$ cat src/rtl/ascii_class_enumerator.sv
// Streams every 7-bit ASCII code of a selected class in ascending order, then a NUL terminator beat.
// Define ASCII_ENUM_COUNT_EN to add an 8-bit count of accepted data beats.
module ascii_class_enumerator (
  input  logic       clk,
  input  logic       rst,
  input  logic       start,
  input  logic [3:0] class_sel,
  input  logic       abort,
  output logic [7:0] out_char,
  output logic       out_valid,
  input  logic       out_ready,
  output logic       out_last,
  output logic       busy,
  output logic       done,
  output logic       error
`ifdef ASCII_ENUM_COUNT_EN
  ,
  output logic [7:0] count
`endif
);

  typedef enum logic [1:0] {S_IDLE, S_SCAN, S_EMIT, S_TERM} state_t;

  state_t      r_state;
  state_t      w_state_next;
  logic [6:0]  r_cnt;
  logic [3:0]  r_class;
  logic        r_done;
  logic        r_error;

  logic        w_accept;
  logic        w_start_ok;
  logic        w_member;
  logic [15:0] w_hit;

  logic w_lower, w_upper, w_digit, w_hex, w_punct, w_sym;
  logic w_brack, w_brace, w_op, w_space, w_vowel, w_other, w_nul_lf;

  assign w_start_ok = start && (class_sel <= 4'd12);
  assign w_accept   = out_valid && out_ready;

  // Class membership of the code currently under test.
  always_comb begin
    w_lower  = (r_cnt >= 7'h61) && (r_cnt <= 7'h7A);
    w_upper  = (r_cnt >= 7'h41) && (r_cnt <= 7'h5A);
    w_digit  = (r_cnt >= 7'h30) && (r_cnt <= 7'h39);
    w_hex    = ((r_cnt >= 7'h41) && (r_cnt <= 7'h46)) || ((r_cnt >= 7'h61) && (r_cnt <= 7'h66));
    w_punct  = r_cnt inside {7'h2E, 7'h2C, 7'h3A, 7'h3B, 7'h21, 7'h3F, 7'h27, 7'h22};
    w_sym    = r_cnt inside {7'h23, 7'h24, 7'h25, 7'h26, 7'h40};
    w_brack  = r_cnt inside {7'h28, 7'h29, 7'h5B, 7'h5D};
    w_brace  = r_cnt inside {7'h7B, 7'h7D};
    w_op     = r_cnt inside {7'h2B, 7'h2D, 7'h2A, 7'h2F, 7'h5C, 7'h3D, 7'h3C, 7'h3E};
    w_space  = r_cnt inside {7'h20, 7'h09, 7'h0A, 7'h0D};
    w_vowel  = r_cnt inside {7'h61, 7'h65, 7'h69, 7'h6F, 7'h75, 7'h41, 7'h45, 7'h49, 7'h4F, 7'h55};
    w_other  = !(w_lower || w_upper || w_digit || w_hex || w_punct || w_sym ||
                 w_brack || w_brace || w_op || w_space);
    w_nul_lf = (r_cnt == 7'h00) || (r_cnt == 7'h0A);

    w_hit = {3'b000, w_nul_lf, w_other, w_vowel, w_space, w_op, w_brace, w_brack,
             w_sym, w_punct, w_hex, w_digit, w_upper, w_lower};
    w_member = w_hit[r_class];
  end

  always_ff @(posedge clk or posedge rst) begin
    if (rst) begin
      r_state <= S_IDLE;
    end else begin
      r_state <= w_state_next;
    end
  end

  always_comb begin
    w_state_next = r_state;
    case (r_state)
      S_IDLE: if (w_start_ok) w_state_next = S_SCAN;
      S_SCAN: begin
        if (w_member) begin
          w_state_next = S_EMIT;
        end else if (r_cnt == 7'h7F) begin
          w_state_next = S_TERM;
        end
      end
      S_EMIT: if (w_accept) w_state_next = (r_cnt == 7'h7F) ? S_TERM : S_SCAN;
      S_TERM: if (w_accept) w_state_next = S_IDLE;
      default: w_state_next = S_IDLE;
    endcase
    // Abort overrides any same-cycle handshake.
    if (abort && (r_state != S_IDLE)) w_state_next = S_IDLE;
  end

  always_comb begin
    out_valid = (r_state == S_EMIT) || (r_state == S_TERM);
    out_last  = (r_state == S_TERM);
    out_char  = (r_state == S_EMIT) ? {1'b0, r_cnt} : 8'h00;
    busy      = (r_state != S_IDLE);
  end

  always_ff @(posedge clk or posedge rst) begin
    if (rst) begin
      r_cnt   <= 7'h00;
      r_class <= 4'h0;
      r_done  <= 1'b0;
      r_error <= 1'b0;
    end else begin
      r_done  <= 1'b0;
      r_error <= 1'b0;
      case (r_state)
        S_IDLE: begin
          if (w_start_ok) begin
            r_class <= class_sel;
            r_cnt   <= 7'h00;
          end else if (start) begin
            r_error <= 1'b1;
          end
        end
        S_SCAN: if (!abort && !w_member && (r_cnt != 7'h7F)) r_cnt <= r_cnt + 7'd1;
        S_EMIT: if (!abort && w_accept && (r_cnt != 7'h7F)) r_cnt <= r_cnt + 7'd1;
        S_TERM: if (!abort && w_accept) r_done <= 1'b1;
        default: ;
      endcase
    end
  end

  assign done  = r_done;
  assign error = r_error;

`ifdef ASCII_ENUM_COUNT_EN
  logic [7:0] r_count;

  always_ff @(posedge clk or posedge rst) begin
    if (rst) begin
      r_count <= 8'h00;
    end else if ((r_state == S_IDLE) && w_start_ok) begin
      r_count <= 8'h00;
    end else if ((r_state == S_EMIT) && w_accept && !abort) begin
      r_count <= r_count + 8'd1;
    end
  end

  assign count = r_count;
`endif

endmodule
$ cat config.mk
export PLATFORM = sky130hd
export DESIGN_NAME = ascii_class_enumerator
export DESIGN_NICKNAME = d
export VERILOG_FILES = /design/src/rtl/ascii_class_enumerator.sv
export SDC_FILE = /design/constraint.sdc
export NUM_CORES = 1
export LEC_CHECK = 0
export ABC_AREA = 1
export CORE_AREA = 2 2 67 63
export CTS_BUF_LIST = sky130_fd_sc_hd__clkbuf_16
export DETAILED_ROUTE_END_ITERATION = 7
export DIE_AREA = 0 0 69 65
export HOLD_SLACK_MARGIN = 0.02
export PLACE_DENSITY_LB_ADDON = 0.08
export SETUP_SLACK_MARGIN = 0.15
export SYNTH_ARGS = -nofsm -noshare
export SYNTH_HDL_FRONTEND = slang
export SYNTH_SLANG_ARGS = --single-unit
$ cat constraint.sdc
create_clock -name clk -period 3.05 [get_ports clk]
set_input_delay 0.305 -clock clk [delete_from_list [all_inputs] [get_ports clk]]
set_output_delay 0.305 -clock clk [all_outputs]
set_load 0.03 [all_outputs]
## Word level (Yosys, flattened, before mapping)

Index checks and enable logic that the tools add are counted.
Widths: inputs -> output; s select.

- Flip-flop bits (word level): 15
- Bits of input ports: 9
- Output and inout port bits: 13
- Word-level logic and storage cells: 130

- $add $sub $neg: 1
- Order comparisons: 10
- Equal/unequal tests: 53
- Muxes and demuxes: 20
- Reduce and logical (&&, ||, !) cells: 41

Operator list:

| operator | count |
|---|---|
| $eq 7x6->1 const B | 22 |
| $eq 7x7->1 const B | 17 |
| $le 7x7->1 const B | 4 |
| $mux 7 | 4 |
| $eq 7x4->1 const B | 3 |
| $pmux 7 s3 | 1 |
| $reduce_bool 8->1 | 2 |
| $ge 7x7->1 const B | 2 |
| $mux 2 | 7 |
| $logic_and 1x1->1 | 12 |
| $logic_or 1x1->1 | 12 |
| $reduce_bool 10->1 | 1 |
| $pmux 2 s4 | 1 |
| $reduce_and 4->1 | 2 |
| $reduce_bool 4->1 | 2 |
| $add 7x1->7 const B | 1 |
| $ge 7x6->1 const B | 1 |
| $le 7x6->1 const B | 1 |
| $logic_not 7->1 | 1 |
| $ne 7x7->1 const B | 1 |
| $mux 1 | 6 |
| $ne 3x3->1 const B | 2 |
| $lt 4x5->1 const B | 1 |
| $reduce_bool 5->1 | 1 |
| other kinds (13) | 18 |

## Longest topological paths before layout

- Depth after elaboration: 19
- Depth in mapped cells: 22
- Mapped depth without buffers: 22

## Worst setup path after synthesis

OpenSTA, ideal clock, no wires.

- Kind: register -> register
- From: register r_cnt[0]
- To: register r_cnt[0]
- Clock period less this slack: 2.120 ns
- Cell stages (with the launch flop): 22
- Required time: 2.982 ns
- Arrival: 2.051 ns
- Library setup time: 0.068 ns
- Buffers on the path: 0
- Path slack: 0.930 ns
- Path through: dfrtp_1 -> inv_1 -> ha_1 -> nor2_1 -> nand2_1 -> nand2_1 -> nand2_1 -> a21oi_1 -> nand3_1 -> nor2_1 -> nand2_1 -> nand2_1 -> nand2_1 -> nand2_1 -> nand2_1 -> nand2_1 -> nand2_2 -> nand3_2 -> nand2_4 -> nand2_4 -> nand2_1 -> nand2_1

- Cells in the longest elaborated chain, start to end: 19

RTL lines:

| what | line | source |
|---|---|---|
| start: declaration | 26 | `logic [6:0] r_cnt;` |
| start signal: assignment | 116 | `S_SCAN: if (!abort && !w_member && (r_cnt != 7'h7F)) r_cnt <= r_cnt + 7'd1;` |
| start signal: assignment | 117 | `S_EMIT: if (!abort && w_accept && (r_cnt != 7'h7F)) r_cnt <= r_cnt + 7'd1;` |
| $ge 7x7->1 (tied with other cells) | 44, 47 |  |
| $logic_and 1x1->1, on equally long branches | 44, 45 |  |
| $logic_or 1x1->1 (6 in series) | 55 | `w_other = !(w_lower \|\| w_upper \|\| w_digit \|\| w_hex \|\| w_punct \|\| w_sym \|\|` |
| $logic_or 1x1->1 (3 in series) | 56 | `w_brack \|\| w_brace \|\| w_op \|\| w_space);` |
| $logic_not 1->1 | 55 |  |
| $bmux 1 s4 | 61 | `w_member = w_hit[r_class];` |
| $mux 1 (implied by the code) | 61 |  |
| $logic_not 1->1 | 116 |  |
| $logic_and 1x1->1 (2 in series) | 116 |  |
| $ne 2x2->1 (no line) | n/a |  |
| $reduce_and 4->1 (no line) | n/a |  |

Several ways; a longest one is shown, not always the timed one. The select of a mux whose other input is x is not followed.
A chain may end at the register's enable or synchronous reset.

## Worst setup path in the final report

- From: register r_cnt[0]
- To: register r_cnt[2]

The elaborated chain is that of the path after synthesis.

==> impl_metrics.csv <==
group,metric,value,unit
outcome,status,"completed",
timing,slew_headroom,60.6,%
synth,synth_nets,295,
power,vdd_drop_max,0.390,mV
timing,hold_viol,0,
worst_setup_path,cp-end-kind,"register",
routing,drt_first_pass_iters,4,
floorplan,die_y,65,µm
timing,rsz0062_at_grt,"no",
worst_setup_path,arrival,2.69,ns
synth,postSynthRegisterBits,15,
worst_setup_path,critPathRequiredTime,3.24,ns
clock_tree,cts_buffers,3,
min_path,hold_class,"in -> async",
power,power.leakage,1.03,nW
worst_setup_path,critPathMaxFanout,9,
clock_tree,postCtsHoldBufs,0,
clock_tree,cts.sinks,15,
clock_tree,cts_resized,0,
clock_tree,clk_pin_slew,0.06,ns
floorplan,fp.coreArea,0.00385,mm²
placed_design,dp_hpwl,3.22,mm
timing,setup_viol,0,
finish,multi_input_area,0.00107,mm²
timing,whs,0.420,ns
global_route,grt_pass1_wl,6.76,mm
floorplan,start_util,42.5,%
synth,yosysTopAreaCellShare,22.9,%
worst_setup_path,critPathSlowestCell,"dfrtp_1",
placed_design,dp.cells,339,
timing,finalCritPeriodShare,82.2,%
synth,yosysSeqAreaShare,22.9,%
worst_setup_path,worst-r2r-setup-slack,0.54,ns
power,pwr-share-seq,23.4,%
synth,synth_top_area_cell,"dfrtp_1",
timing,drv_slew,0,
timing,period_minus_slack,2.51,ns
clock_tree,post_cts_buffers,0,
routing,vias,1698,
synth,syn_area_per_cell,5.92,µm²
worst_setup_path,cpMostUsedCell,"nand2_1",
routing,viasPerCell,4.95,
synth,yosysUniqueCellTypes,32,
clock_tree,clockBufferDepth,2,
floorplan,die_x,69,µm
routing,wl_per_cell,11.7,µm
clock_tree,clock-root-buffer,"clkbuf_16",
power,switchingPower,0.731,mW
global_route,antenna_found_initial,0,
power,clkPwrFrac,17.7,%
routing,routed_wl,4.03,mm
routing,ant_nets,0,
global_route,overflow,0,
run,maxCapViolCount,0,
finish,nets,314,
finish,fin_area,0.00194,mm²
finish,post-route-util,50.5,%
floorplan,rows,22,
synth,yosys_warnings,0,
synth,synth_area,0.00164,mm²
global_route,grt_max_degree,16,
power,power_density,759,mW/mm²
worst_setup_path,reg2reg_depth,21,
routing,drt_iter0_markers,149,
finish,regArea,375,µm²
placed_design,portBuffers,20,
clock_tree,clkLatencyLatePin,0.25,ns
finish,diodes,0,
clock_tree,cts_htree_levels,1,
global_route,grtUsageTotal,18.1,%
power,swShare,49.5,%
placed_design,place_area,0.00186,mm²
finish,post_route_cells_drive_above_1_share,8.14,%
routing,post-route-drc-count,0,
synth,synthTopCellsByArea,"dfrtp_1, nand2_1, nand3_1",
worst_setup_path,crit_chain,"inv_1 > ha_1 > nand3_1 > nand2_1 > nand2_1 > nand2_1 > nor2_1 > nand2_1 > nor2_1 > nand2_1 > nand2_1 > nand2_1 > nand2_1 > nand2_1 > nand2_1 > nand2_2 > nand3_2 > nand2_4 > nand2_4 > nand2_1 > nand2_1",
global_route,grt_pass1_vias,1517,
timing,finClkSkew,0.00845,ns
worst_setup_path,cp-start-kind,"register",
timing,tns,0,ns
placed_design,gp_congestion,0.862,
power,pwr-share-comb,58.9,%
finish,num-fill-cells,407,
finish,final_cells,343,
timing,max_freq,399,MHz
clock_tree,cts_tree,"built",
worst_setup_path,cpPeakStageDelay,0.51,ns
floorplan,dieArea,0.00449,mm²
finish,area_growth,18.6,%
worst_setup_path,path_class,"reg -> reg",
synth,synth_cells,277,
timing,tightest_slew,0.591,ns
floorplan,pin_count,22,
power,p_int,0.744,mW
-- Yosys cell counts --
| library cell | count |
|---|---|
| a2111oi_2 | 1 |
| a21oi_1 | 7 |
| a31oi_1 | 2 |
| a41oi_1 | 1 |
| and3_1 | 1 |
| buf_2 | 3 |
| buf_4 | 2 |
| buf_6 | 1 |
| clkbuf_1 | 1 |
| conb_1 | 1 |
| dfrtp_1 | 15 |
| ha_1 | 9 |
| inv_1 | 34 |
| inv_2 | 6 |
| mux2_2 | 1 |
| nand2_1 | 95 |
| nand2_2 | 3 |
| nand2_4 | 2 |
| nand3_1 | 28 |
| nand3_2 | 1 |
| nand3b_1 | 2 |
| nand4_1 | 2 |
| nor2_1 | 33 |
| nor2_2 | 4 |
| nor2_4 | 1 |
| nor3_1 | 4 |
| o211ai_1 | 4 |
| o21a_1 | 1 |
| o21ai_0 | 4 |
| o21ai_1 | 5 |
| o31ai_1 | 1 |
| xor2_1 | 2 |
-- per-stage QoR --
stage                     setup slack (ns)  power (mW)
after floorplan                      0.930       0.985
after global placement               0.530        1.23
after detailed placement             0.575        1.21
after CTS                            0.551        1.48
after global routing                 0.220        1.62
final                                0.543        1.48
-- layout by cell type, fill, tap and decap left out --
cell type        count
nor2_1              33
o21ai_0              4
clkdlybuf4s50_1     20
nor3_1               4
clkinvlp_4           1
a21oi_1              7
nand2_2              3
nand2_1             95
inv_1               34
o21ai_1              5
nand4_1              2
mux2_2               1
dfrtp_1             15
o31ai_1              1
nor2_2               4
o211ai_1             4
clkbuf_16            3
conb_1               1
inv_2                6
nor2_4               1
nand2_4              2
ha_1                 9
a41oi_1              1
buf_4                1
a31oi_1              2
o21a_1               1
nand3_2              1
xor2_1               2
a2111oi_2            1
and3_1               1
nand3b_1             2
nand3_1             28
-- power by group through the flow --
stage / logic [mW] / clock network, mW / registers [mW]
final: 0.869 / 0.261 / 0.345
after detailed placement: 0.864 / 0 / 0.347
after global routing: 0.982 / 0.280 / 0.359
after CTS: 0.870 / 0.269 / 0.344
after global placement: 0.880 / 0 / 0.347
after floorplan: 0.668 / 0 / 0.317
-- area by class of cell --
cell class,count,area share (%)
Inverter,40,7.72
Clock buffer,3,3.86
Multi-Input combinational cell,215,55.0
Clock inverter,1,0.386
Sequential cell,15,19.3
Tap cell,48,3.09
Timing Repair Buffer,21,10.7
-- worst max-delay path, delay by kind of cell (launching register included) --
| family | cells | cell delay (ns) |
|---|---|---|
| adders and majority gates | 1 | 0.26 |
| and+or+nand+nor | 19 | 1.51 |
| DFF | 1 | 0.51 |
| buffers and inverters | 1 | 0.16 |
-- sequential cells by signal, indices dropped and copies added (netlist names) --
signal,cells
error,1
r_state,2
r_class,4
done,1
r_cnt,7
-- metal layers --
metal	vias up	wire length (µm)	track usage, %
li1	909	-	-
met1	741	2020	24.3
met2	46	1830	30.5
met3	2	159	2.64
met4	0	19	4.66
met5	-	0	0
-- worst paths after layout --
kind	startpoint	to
hold / removal	rst	done$_DFF_PP0_
setup reg to reg	r_cnt[0]$_DFFE_PP0P_	r_cnt[2]$_DFFE_PP0P_
hold reg to reg	r_state[1]$_DFFE_PP0P_	r_state[1]$_DFFE_PP0P_
setup / recovery	r_cnt[0]$_DFFE_PP0P_	r_cnt[2]$_DFFE_PP0P_
min in group clk	r_state[1]$_DFFE_PP0P_	r_state[1]$_DFFE_PP0P_
max in group asynchronous	rst	error$_DFF_PP0_
-- kinds of logic after synthesis --
kind of cell	synth area share, %
buffers and inverters	11.9
other	0.229
AOI/OAI and AO/OA	9.85
DFF	22.9
xor gates and xnor gates	1.07
muxes	0.687
adders and majority gates	6.87
and+or+nand+nor	46.5
No activity file was read; power rests on OpenSTA's default activity.
